### src/rtl/ecc_scrub_ctrl_if.sv
// Host-side request/response bus of ecc_scrub_ctrl.
// master: the requester driving host_req/we/addr/wdata.
// slave:  the controller returning grant, read data and error flag.
interface ecc_scrub_ctrl_if #(
  parameter int unsigned ADDR_W = 6
);
  logic              host_req;
  logic              host_we;
  logic [ADDR_W-1:0] host_addr;
  logic [25:0]       host_wdata;
  logic              host_gnt;
  logic              host_rvalid;
  logic [25:0]       host_rdata;
  logic              host_err;

  modport master (
    output host_req, host_we, host_addr, host_wdata,
    input  host_gnt, host_rvalid, host_rdata, host_err
  );

  modport slave (
    input  host_req, host_we, host_addr, host_wdata,
    output host_gnt, host_rvalid, host_rdata, host_err
  );
endinterface

### src/rtl/ecc_scrub_ctrl.sv
// ecc_scrub_ctrl: arbiter between a host port and a background scrubber in front of one
// single-port SECDED word array. Any read that reports a corrected single-bit error is
// followed by a write-back of the corrected word. Host reads and scrub reads both do this.
// Optional macro ECC_SCRUB_STATS_EN adds saturating SEC/DED counters and the address of the
// last uncorrectable error. Without the macro those outputs are tied to zero.
module ecc_scrub_ctrl #(
  parameter int unsigned ADDR_W       = 6,
  parameter int unsigned DEPTH        = 64,
  parameter int unsigned SCRUB_PERIOD = 256,
  parameter int unsigned MAX_DEFER    = 15,
  parameter int unsigned CNT_W        = 16
) (
  input  logic               i_clock,
  input  logic               i_reset,
  ecc_scrub_ctrl_if.slave    io_host,
  input  logic               i_scrub_en,
  output logic               o_scrub_busy,
  output logic               o_ram_en,
  output logic               o_ram_we,
  output logic [ADDR_W-1:0]  o_ram_addr,
  output logic [25:0]        o_ram_wdata,
  input  logic [25:0]        i_ram_rdata,
  input  logic               i_ram_sec,
  input  logic               i_ram_ded,
  output logic [CNT_W-1:0]   o_sec_count,
  output logic [CNT_W-1:0]   o_ded_count,
  output logic [ADDR_W-1:0]  o_ded_addr
);

  localparam int unsigned TimerW = $clog2(SCRUB_PERIOD);
  localparam int unsigned DeferW = (MAX_DEFER < 1) ? 1 : $clog2(MAX_DEFER + 1);

  typedef enum logic [1:0] {
    StIdle,
    StRdWait,
    StWb
  } state_e;

  state_e             r_state;
  state_e             w_state_d;

  logic               r_is_scrub;    // requester of the read in flight
  logic [ADDR_W-1:0]  r_addr;        // address of the read in flight / write-back target
  logic [25:0]        r_wb_data;     // corrected word awaiting write-back

  logic [TimerW-1:0]  r_timer;
  logic               r_scrub_pending;
  logic [DeferW-1:0]  r_defer_cnt;
  logic [ADDR_W-1:0]  r_scrub_ptr;

  logic               w_host_gnt;
  logic               w_scrub_issue;
  logic               w_defer_max;
  logic               w_timer_exp;
  logic               w_rvalid;

  assign w_defer_max = r_scrub_pending && (r_defer_cnt == DeferW'(MAX_DEFER));
  assign w_timer_exp = i_scrub_en && (r_timer == TimerW'(SCRUB_PERIOD - 1));

  // Arbitration, array port drive and next state; reset masks every array access.
  always_comb begin
    w_state_d     = r_state;
    w_host_gnt    = 1'b0;
    w_scrub_issue = 1'b0;
    o_ram_en      = 1'b0;
    o_ram_we      = 1'b0;
    o_ram_addr    = '0;
    o_ram_wdata   = '0;
    unique case (r_state)
      StIdle: begin
        if (io_host.host_req && !w_defer_max) begin
          w_host_gnt = 1'b1;
          o_ram_en   = 1'b1;
          o_ram_we   = io_host.host_we;
          o_ram_addr = io_host.host_addr;
          if (io_host.host_we) begin
            o_ram_wdata = io_host.host_wdata;
          end else begin
            w_state_d = StRdWait;
          end
        end else if (r_scrub_pending) begin
          w_scrub_issue = 1'b1;
          o_ram_en      = 1'b1;
          o_ram_addr    = r_scrub_ptr;
          w_state_d     = StRdWait;
        end
      end
      StRdWait: begin
        // A double error is never written back, even if SEC is also flagged.
        if (i_ram_sec && !i_ram_ded) begin
          w_state_d = StWb;
        end else begin
          w_state_d = StIdle;
        end
      end
      StWb: begin
        o_ram_en    = 1'b1;
        o_ram_we    = 1'b1;
        o_ram_addr  = r_addr;
        o_ram_wdata = r_wb_data;
        w_state_d   = StIdle;
      end
      default: w_state_d = StIdle;
    endcase
    if (i_reset) begin
      w_state_d     = StIdle;
      w_host_gnt    = 1'b0;
      w_scrub_issue = 1'b0;
      o_ram_en      = 1'b0;
      o_ram_we      = 1'b0;
      o_ram_addr    = '0;
      o_ram_wdata   = '0;
    end
  end

  // Host response is the wrapper's corrected data, presented only for host reads.
  always_comb begin
    w_rvalid            = (r_state == StRdWait) && !r_is_scrub && !i_reset;
    io_host.host_gnt    = w_host_gnt;
    io_host.host_rvalid = w_rvalid;
    io_host.host_rdata  = w_rvalid ? i_ram_rdata : '0;
    io_host.host_err    = w_rvalid && i_ram_ded;
    o_scrub_busy        = !i_reset && (w_scrub_issue || ((r_state != StIdle) && r_is_scrub));
  end

  // State register plus the context of the access in flight.
  always_ff @(posedge i_clock) begin
    if (i_reset) begin
      r_state    <= StIdle;
      r_is_scrub <= 1'b0;
      r_addr     <= '0;
      r_wb_data  <= '0;
    end else begin
      r_state <= w_state_d;
      if (w_host_gnt && !io_host.host_we) begin
        r_is_scrub <= 1'b0;
        r_addr     <= io_host.host_addr;
      end else if (w_scrub_issue) begin
        r_is_scrub <= 1'b1;
        r_addr     <= r_scrub_ptr;
      end
      if ((r_state == StRdWait) && i_ram_sec && !i_ram_ded) begin
        r_wb_data <= i_ram_rdata;
      end
    end
  end

  // Scrub timer, pending flag, deferral count and scrub address pointer.
  always_ff @(posedge i_clock) begin
    if (i_reset) begin
      r_timer         <= '0;
      r_scrub_pending <= 1'b0;
      r_defer_cnt     <= '0;
      r_scrub_ptr     <= '0;
    end else begin
      if (!i_scrub_en || w_timer_exp) begin
        r_timer <= '0;
      end else begin
        r_timer <= r_timer + TimerW'(1);
      end
      // Expiry while a scrub is already pending is dropped, not queued.
      if (r_scrub_pending) begin
        if (w_scrub_issue) begin
          r_scrub_pending <= 1'b0;
        end
      end else if (w_timer_exp) begin
        r_scrub_pending <= 1'b1;
      end
      if (w_scrub_issue) begin
        r_defer_cnt <= '0;
      end else if (r_scrub_pending && w_host_gnt && !w_defer_max) begin
        r_defer_cnt <= r_defer_cnt + DeferW'(1);
      end
      if ((r_state == StRdWait) && r_is_scrub) begin
        if (r_scrub_ptr == ADDR_W'(DEPTH - 1)) begin
          r_scrub_ptr <= '0;
        end else begin
          r_scrub_ptr <= r_scrub_ptr + ADDR_W'(1);
        end
      end
    end
  end

`ifdef ECC_SCRUB_STATS_EN
  logic [CNT_W-1:0]  r_sec_count;
  logic [CNT_W-1:0]  r_ded_count;
  logic [ADDR_W-1:0] r_ded_addr;

  // Saturating error statistics, updated when read results arrive.
  always_ff @(posedge i_clock) begin
    if (i_reset) begin
      r_sec_count <= '0;
      r_ded_count <= '0;
      r_ded_addr  <= '0;
    end else if (r_state == StRdWait) begin
      if (i_ram_ded) begin
        if (r_ded_count != '1) begin
          r_ded_count <= r_ded_count + CNT_W'(1);
        end
        r_ded_addr <= r_addr;
      end else if (i_ram_sec && (r_sec_count != '1)) begin
        r_sec_count <= r_sec_count + CNT_W'(1);
      end
    end
  end

  assign o_sec_count = r_sec_count;
  assign o_ded_count = r_ded_count;
  assign o_ded_addr  = r_ded_addr;
`else
  assign o_sec_count = '0;
  assign o_ded_count = '0;
  assign o_ded_addr  = '0;
`endif

endmodule

### src/flat_wrapper.sv
// flat-port wrapper written by rule: the top's interface ports become plain ports
module ecc_scrub_ctrl_flat 
#(
  parameter int unsigned ADDR_W       = 6,
  parameter int unsigned DEPTH        = 64,
  parameter int unsigned SCRUB_PERIOD = 256,
  parameter int unsigned MAX_DEFER    = 15,
  parameter int unsigned CNT_W        = 16
)
  (i_clock, i_reset, i_scrub_en, o_scrub_busy, o_ram_en, o_ram_we, o_ram_addr, o_ram_wdata, i_ram_rdata, i_ram_sec, i_ram_ded, o_sec_count, o_ded_count, o_ded_addr, io_host_host_req, io_host_host_we, io_host_host_addr, io_host_host_wdata, io_host_host_gnt, io_host_host_rvalid, io_host_host_rdata, io_host_host_err);
  ecc_scrub_ctrl_if #(.ADDR_W(ADDR_W)) io_host_i ();
  input  logic i_clock;
  input  logic i_reset;
  input  logic i_scrub_en;
  output logic o_scrub_busy;
  output logic o_ram_en;
  output logic o_ram_we;
  output logic [ADDR_W-1:0] o_ram_addr;
  output logic [25:0] o_ram_wdata;
  input  logic [25:0] i_ram_rdata;
  input  logic i_ram_sec;
  input  logic i_ram_ded;
  output logic [CNT_W-1:0] o_sec_count;
  output logic [CNT_W-1:0] o_ded_count;
  output logic [ADDR_W-1:0] o_ded_addr;
  input wire logic [$bits(io_host_i.host_req)-1:0] io_host_host_req;
  input wire logic [$bits(io_host_i.host_we)-1:0] io_host_host_we;
  input wire logic [$bits(io_host_i.host_addr)-1:0] io_host_host_addr;
  input wire logic [$bits(io_host_i.host_wdata)-1:0] io_host_host_wdata;
  output wire logic [$bits(io_host_i.host_gnt)-1:0] io_host_host_gnt;
  output wire logic [$bits(io_host_i.host_rvalid)-1:0] io_host_host_rvalid;
  output wire logic [$bits(io_host_i.host_rdata)-1:0] io_host_host_rdata;
  output wire logic [$bits(io_host_i.host_err)-1:0] io_host_host_err;
  assign io_host_i.host_req = io_host_host_req;
  assign io_host_i.host_we = io_host_host_we;
  assign io_host_i.host_addr = io_host_host_addr;
  assign io_host_i.host_wdata = io_host_host_wdata;
  assign io_host_host_gnt = io_host_i.host_gnt;
  assign io_host_host_rvalid = io_host_i.host_rvalid;
  assign io_host_host_rdata = io_host_i.host_rdata;
  assign io_host_host_err = io_host_i.host_err;
  ecc_scrub_ctrl #(.ADDR_W(ADDR_W), .DEPTH(DEPTH), .SCRUB_PERIOD(SCRUB_PERIOD), .MAX_DEFER(MAX_DEFER), .CNT_W(CNT_W)) u_core (.i_clock(i_clock), .i_reset(i_reset), .io_host(io_host_i), .i_scrub_en(i_scrub_en), .o_scrub_busy(o_scrub_busy), .o_ram_en(o_ram_en), .o_ram_we(o_ram_we), .o_ram_addr(o_ram_addr), .o_ram_wdata(o_ram_wdata), .i_ram_rdata(i_ram_rdata), .i_ram_sec(i_ram_sec), .i_ram_ded(i_ram_ded), .o_sec_count(o_sec_count), .o_ded_count(o_ded_count), .o_ded_addr(o_ded_addr));
endmodule
### config.mk
export PLATFORM = sky130hd
export DESIGN_NAME = ecc_scrub_ctrl_flat
export DESIGN_NICKNAME = d
export VERILOG_FILES = /design/src/rtl/ecc_scrub_ctrl_if.sv /design/src/rtl/ecc_scrub_ctrl.sv /design/src/flat_wrapper.sv
export SDC_FILE = /design/constraint.sdc
export NUM_CORES = 1
export LEC_CHECK = 0
export BUFFER_PORTS_ARGS = -buffer_cell sky130_fd_sc_hd__buf_2
export CORE_ASPECT_RATIO = 1.5
export CORE_UTILIZATION = 35
export DETAILED_ROUTE_END_ITERATION = 7
export GPL_TIMING_DRIVEN = 0
export SYNTH_ARGS = -nofsm -noshare
export SYNTH_HDL_FRONTEND = slang
export SYNTH_SLANG_ARGS = --single-unit
### constraint.sdc
create_clock -name i_clock -period 3.2 [get_ports i_clock]
set_input_delay 0.32 -clock i_clock [delete_from_list [all_inputs] [get_ports i_clock]]
set_output_delay 0.32 -clock i_clock [all_outputs]
set_load 0.1 [all_outputs]
---- Word level (Yosys, flattened, before mapping) ----
Cells that the tools add are included.
storage, ports and cells
  register bits ........................... 54
  input bits .............................. 65
  output and inout bits ................... 102
  logic and storage cells ................. 81
operators by class
  add/sub/neg operators ................... 3
  equality and inequality tests ........... 7
  multiplexer cells ....................... 33
  reductions and logical operators ........ 30
operators by type and width
  cell                                                    count
  2-to-1 mux 26 bit                                       4
  one-hot mux 26 bit (2 select lines)                     1
  2-to-1 mux 6 bit                                        6
  logical AND 1 bit                                       15
  2-to-1 mux 1 bit                                        14
  one-hot mux 6 bit (2 select lines)                      1
  adder 8 x 1 -> 8 bit (second input constant)            1
  == test 8 bit (second input constant)                   1
  2-to-1 mux 2 bit                                        4
  adder 6 x 1 -> 6 bit (second input constant)            1
  == test 6 bit (second input constant)                   1
  zero test 1 bit                                         6
  OR reduction 2 bit                                      3
  adder 4 x 1 -> 4 bit (second input constant)            1
  == test 4 bit (second input constant)                   1
  one-hot mux 1 bit (2 select lines)                      2
  one-hot mux 2 bit (2 select lines)                      1
  nonzero test 2 bit                                      2
  inequality test 3 x 1 -> 1 bit (second input constant)  1
  inequality test 3 bit (second input constant)           1
  == test 2 x 1 -> 1 bit (second input constant)          1
  == test 2 bit (second input constant)                   1
  zero test 2 bit                                         1
  logical OR 1 bit                                        2
  AND reduction 2 bit                                     1

---- Logic depth before layout (Yosys ltp) ----
  depth in word-level cells ............... 9
  mapped depth ............................ 7
  depth with buffers taken out ............ 5

---- Worst setup path after synthesis ----
No wires, ideal clock.
  kind .................................... reg-to-output
  from .................................... reg u_core.r_state[1]
  to ...................................... out o_ram_addr[1]
  arrival ................................. 2,524 ps
  data required time ...................... 2,880 ps
  slack ................................... 356 ps
  stages on the path, launching flop included .. 7
  buffers on the path ..................... 3
  cell sequence ........................... dfxtp_1 buf_6 nor2b_1 clkbuf_1 clkbuf_1 a22oi_1 o21bai_1
on the way
  cells in the longest elaborated chain, start to end .. 3
ends and longest elaborated chain
  what                                              line                   RTL
  start: declaration                                ecc_scrub_ctrl.sv:39   state_e r_state;
  start signal: assignment                          ecc_scrub_ctrl.sv:129  r_state <= StIdle;
  start signal: assignment                          ecc_scrub_ctrl.sv:134  r_state <= w_state_d;
  == test 2 bit or zero test 2 bit (tied branches)  ecc_scrub_ctrl.sv:69   unique case (r_state)
  one-hot mux 6 bit (2 select lines) *              ecc_scrub_ctrl.sv:69
  2-to-1 mux 6 bit *                                ecc_scrub_ctrl.sv:105  if (i_reset) begin
  end: declaration                                  flat_wrapper.sv:18     output logic [ADDR_W-1:0] o_ram_addr;
Mark *: on every way between the ends. The rest lies on a longest branch, timed or not.

---- Worst setup path after layout ----
  from .................................... reg u_core.r_state[0]
  to ...................................... out io_host_host_rdata[8]
on the way
  cells in the longest elaborated chain, start to end .. 4
ends and longest elaborated chain
  what                             line                   RTL
  == test 2 x 1 -> 1 bit           ecc_scrub_ctrl.sv:118  w_rvalid = (r_state == StRdWait) && !r_is_scrub && !i_reset;
  logical AND 1 bit (2 in series)  ecc_scrub_ctrl.sv:118
  2-to-1 mux 26 bit                ecc_scrub_ctrl.sv:121  io_host.host_rdata = w_rvalid ? i_ram_rdata : '0;
  end: declaration                 flat_wrapper.sv:32     output wire logic [$bits(io_host_i.host_rdata)-1:0] io_host_host_rdata;
No other way between the ends.

==> summary.md <==
The detailed router put a total of 3380 um of wire on met1. The slowest stage of the critical path belongs to the cell sky130_fd_sc_hd__nor3b_4. The type of destination of the critical path was a primary output.

The number of global-route vias before repair came out at 2,969. The worst register-to-register path ends at u_core.r_timer[2]$_SDFF_PP0_. Pin placement for this block handled 167 I/O pins. For the number of resized instances in the post-cts repair step, the log shows 0. The number of port buffers was 128; the power per unit of standard cell area was 418 nW/um2. The fraction of the yosys area taken by sequential cells was 34.4%; the buffering stage count on the worst path with inverters included was 2. The run gives 0.808 as the routability congestion estimate. On the worst path, the slowest cell contributes a delay of 0.52 ns. After detailed routing, the average wire length per cell comes to 12.9 um. The cell area after layout came out at 4200 um2. Library cell used as clock root buffer: sky130_fd_sc_hd__clkbuf_16. Post-CTS repair timing setup buffer count: 0.

The first detailed-routing pass ran for 4 iterations. The run gives 1.76 mW as the overall power of the completed layout. Setup slack on the worst reg-to-reg path comes out at 1.51 ns. Worst setup skew after layout: 0.00858 ns. The fraction of final layout cells with drive strength greater than 1 was 34.5%; the depth of the most critical reg-to-reg path was 6. The routed design could run at a clock period as short as 2.81 ns. Data on the critical path arrives at its endpoint at 2.49 ns. Synthesis inferred 54 register bits. The tools report the DRC violations left as 0. The tools report the hold buffer count at CTS as 0. Once the floorplan was initialized, standard cells occupied 35.8% of the core.

The critical path goes through and2b_1 > nor3b_4 > clkbuf_1 > and2_1 > buf_2. After global routing the overflow that remains totals 0. The kind of critical path was reg2out. Derived from the worst setup path, the maximum achievable clock frequency is 356 MHz.

The run gives 0 ns as the setup TNS. Across the run, the number of max-cap violations was 0. The synthesized design devotes to its leading area cell type 34.4% of total area. The tools report the launching element of the worst setup path as u_core.r_state[0]$_SDFFE_PP0P_. In this run the remaining antenna-violating nets after routing total 0.

The post-synthesis cell type with the largest combined area is sky130_fd_sc_hd__dfxtp_1. The number of distinct library cells after synthesis is 42. Among cell families on the critical path, the largest total delay comes from simple AND/OR/NAND/NOR gates.

TritonCTS built the clock tree. The run gives 0.218 mV as the largest voltage drop on the vdd net. Height of the chip: 118 um.

The final route contains 3,172 vias. The startpoint identified for the worst hold timing path is io_host_host_addr[3]. The final layout contains routed wiring with a total length of 8810 um. The core outline area came out at 8780 um2.

The detailed router used layers up to and including met4. The clock latency reported for the late side of the worst-skew pair is 0.29 ns. The final period utilization is 87.8%. At the end of the flow, the number of nets in the layout was 638.

The top fanout value on the critical path came out at 10. Classification of the worst-slack hold path: in2reg. The cell depth of the worst hold path came out at 2.

The initialized floorplan defines 42 standard-cell rows. The commonest cells after synthesis are sky130_fd_sc_hd__nand2_1, sky130_fd_sc_hd__dfxtp_1, sky130_fd_sc_hd__nor2_1, sky130_fd_sc_hd__buf_4, sky130_fd_sc_hd__and2_1. For the global-route wire length before repair, the log shows 14,100 um.

Once detailed placement completed, the half-perimeter wirelength came to 7140 um. 0 antenna diodes ended up in the layout. By area the synthesized netlist is led by sky130_fd_sc_hd__dfxtp_1, sky130_fd_sc_hd__buf_4, sky130_fd_sc_hd__a22oi_1. The worst slew margin relative to its limit is 61.5%. Setup repair after global routing left no endpoint under its margin. The number of clock buffers added by TritonCTS is 5. Routed length on met2: 4830 um. The cell count after synthesis came out at 398. The most used flip-flop cell after synthesis is sky130_fd_sc_hd__dfxtp_1. The detailed router finished its first iteration with 106 violations.

The via count normalized by instance count works out to 4.66. The worst register-to-register path begins at u_core.r_timer[0]$_SDFF_PP0_. The tools report the nature of the critical path startpoint as a flip-flop. The number of warnings reported in the yosys synthesis log came out at 0. The clock-pin slew on the worst setup and hold paths was 0.07 ns. Clock tree synthesis found a total of 54 sinks. The maximum clock insertion buffer count was 2.

The final number of max-transition violations came out at 0. Averaged over all synthesized cells, the footprint is 7.89 um2. The area added between synthesis and finish works out to 33.7%. The path with the worst hold slack has its endpoint at u_core.r_addr[3]$_SDFFE_PP0P_. Summed over all cells, the static leakage comes to 2.07 nW. For the area enclosed by the die boundary, the log shows 9360 um2. The run gives 19.0% as the overall track demand over capacity in global routing. Total placed instance area: 4060 um2. The run gives 2.88 ns as the worst endpoint required time.

The most frequently used cell type in the post-synthesis netlist is sky130_fd_sc_hd__nand2_1. Entering global routing, the biggest net connects 17 pins. At the pin with the least slew margin, the transition time is 0.577 ns. The run finished with clean final reports. In this run, synthesis inferred 0 flip-flops with an integrated enable.

Wire segments on met3 add up to 511 um in the final route. For this run, asynchronously set or reset flops after synthesis account for 0%. The die is 79.3 um wide. The count of endpoints failing hold in the final timing report was 0; the number of antenna violations at the first check in global routing was 0. The total standard cell area after synthesis is 3140 um2. The logs give 2 for the maximum level of the CTS H-tree and 0 for the total setup violations reported at the end of the flow. For the number of filler cells placed in the layout, the log shows 928.
-- sequential cells by signal, indices dropped and copies added (netlist names) --
name                    count
u_core.r_is_scrub           1
u_core.r_scrub_ptr          6
u_core.r_wb_data           26
u_core.r_state              2
u_core.r_defer_cnt          4
u_core.r_scrub_pending      1
u_core.r_timer              8
u_core.r_addr               6
-- through the flow --
stage	hold slack, ns	instances	util, %	setup WS, ns
after floorplan	0.413	435	-	0.356
after global placement	0.423	673	46.2	0.688
after detailed placement	0.432	673	46.2	0.653
after CTS	0.263	681	47.9	0.332
after global routing	0.270	681	47.9	0.152
final	0.270	681	47.9	0.390
-- logic make-up (layout without fill, tap and decap cells) --
group | Yosys count | count (layout) | synth area share [%]
muxes | 1 | 1 | 0.319
DFF | 54 | 54 | 34.4
adders and majority gates | 3 | 3 | 1.20
xor gates and xnor gates | 10 | 10 | 2.79
AOI/OAI and AO/OA | 89 | 89 | 19.4
other | 1 | 38 | 0.119
and+or+nand+nor | 174 | 174 | 27.6
buffers and inverters | 66 | 202 | 14.1
-- placed cells by master, fill, tap and decap left out, types with 3 or more instances in the layout --
cell type                   netlist  final
sky130_fd_sc_hd__o21bai_1         6      6
sky130_fd_sc_hd__clkbuf_1         9     10
sky130_fd_sc_hd__conb_1           1     38
sky130_fd_sc_hd__a22oi_1         32     32
sky130_fd_sc_hd__a21oi_1         33     33
sky130_fd_sc_hd__clkbuf_16        0      5
sky130_fd_sc_hd__xnor2_1          4      4
sky130_fd_sc_hd__xor2_1           6      6
sky130_fd_sc_hd__a311oi_1         3      3
sky130_fd_sc_hd__nor2_1          46     46
sky130_fd_sc_hd__buf_2            9    137
sky130_fd_sc_hd__o21ai_0          3      3
sky130_fd_sc_hd__nand4_1          3      3
sky130_fd_sc_hd__a221o_1          6      6
sky130_fd_sc_hd__ha_1             3      3
sky130_fd_sc_hd__buf_6            4      4
sky130_fd_sc_hd__nand3_1          8      8
sky130_fd_sc_hd__and2_1          35     35
sky130_fd_sc_hd__buf_4           41     41
sky130_fd_sc_hd__nand2_1         58     58
sky130_fd_sc_hd__and3_1           7      7
sky130_fd_sc_hd__dfxtp_1         54     54
-- cell type report --
type                       count  area (um2)  share of cell area [%]
clock buffer                   6         129                    3.07
inverter                       2        7.51                   0.179
sequential                    54        1080                    25.7
tap                          110         138                    3.28
clock inverter                 2        13.8                   0.328
multi-input combinational    315        1760                    41.8
buffer                        64         435                    10.4
timing repair buffer         128         641                    15.3
-- routing by layer --
metal	up-vias	GRT usage, %
met4	0	5.11
met1	1442	20.2
met5	-	0
met3	6	3.41
met2	93	37.0
li1	1631	-
-- worst max-delay path by stage --
| stage | slack [ns] | end | depth (start not counted) |
|---|---|---|---|
| after CTS | 0.33 | io_host_host_rdata[8] | 5 |
| after detailed placement | 0.65 | io_host_host_rdata[13] | 5 |
| after global placement | 0.69 | io_host_host_rdata[14] | 5 |
| after global routing | 0.15 | io_host_host_rdata[8] | 5 |
| final | 0.39 | io_host_host_rdata[8] | 5 |
| after floorplan | 0.36 | o_ram_addr[1] | 6 |
-- where the power goes --
part,internal (mW),switching [mW],leakage (nW),total [mW]
Clock,0.291,0.241,0.0708,0.532
Sequential,0.681,0.00573,0.436,0.687
Combinational,0.107,0.430,1.56,0.536
Power figures use the tool's default switching activity.
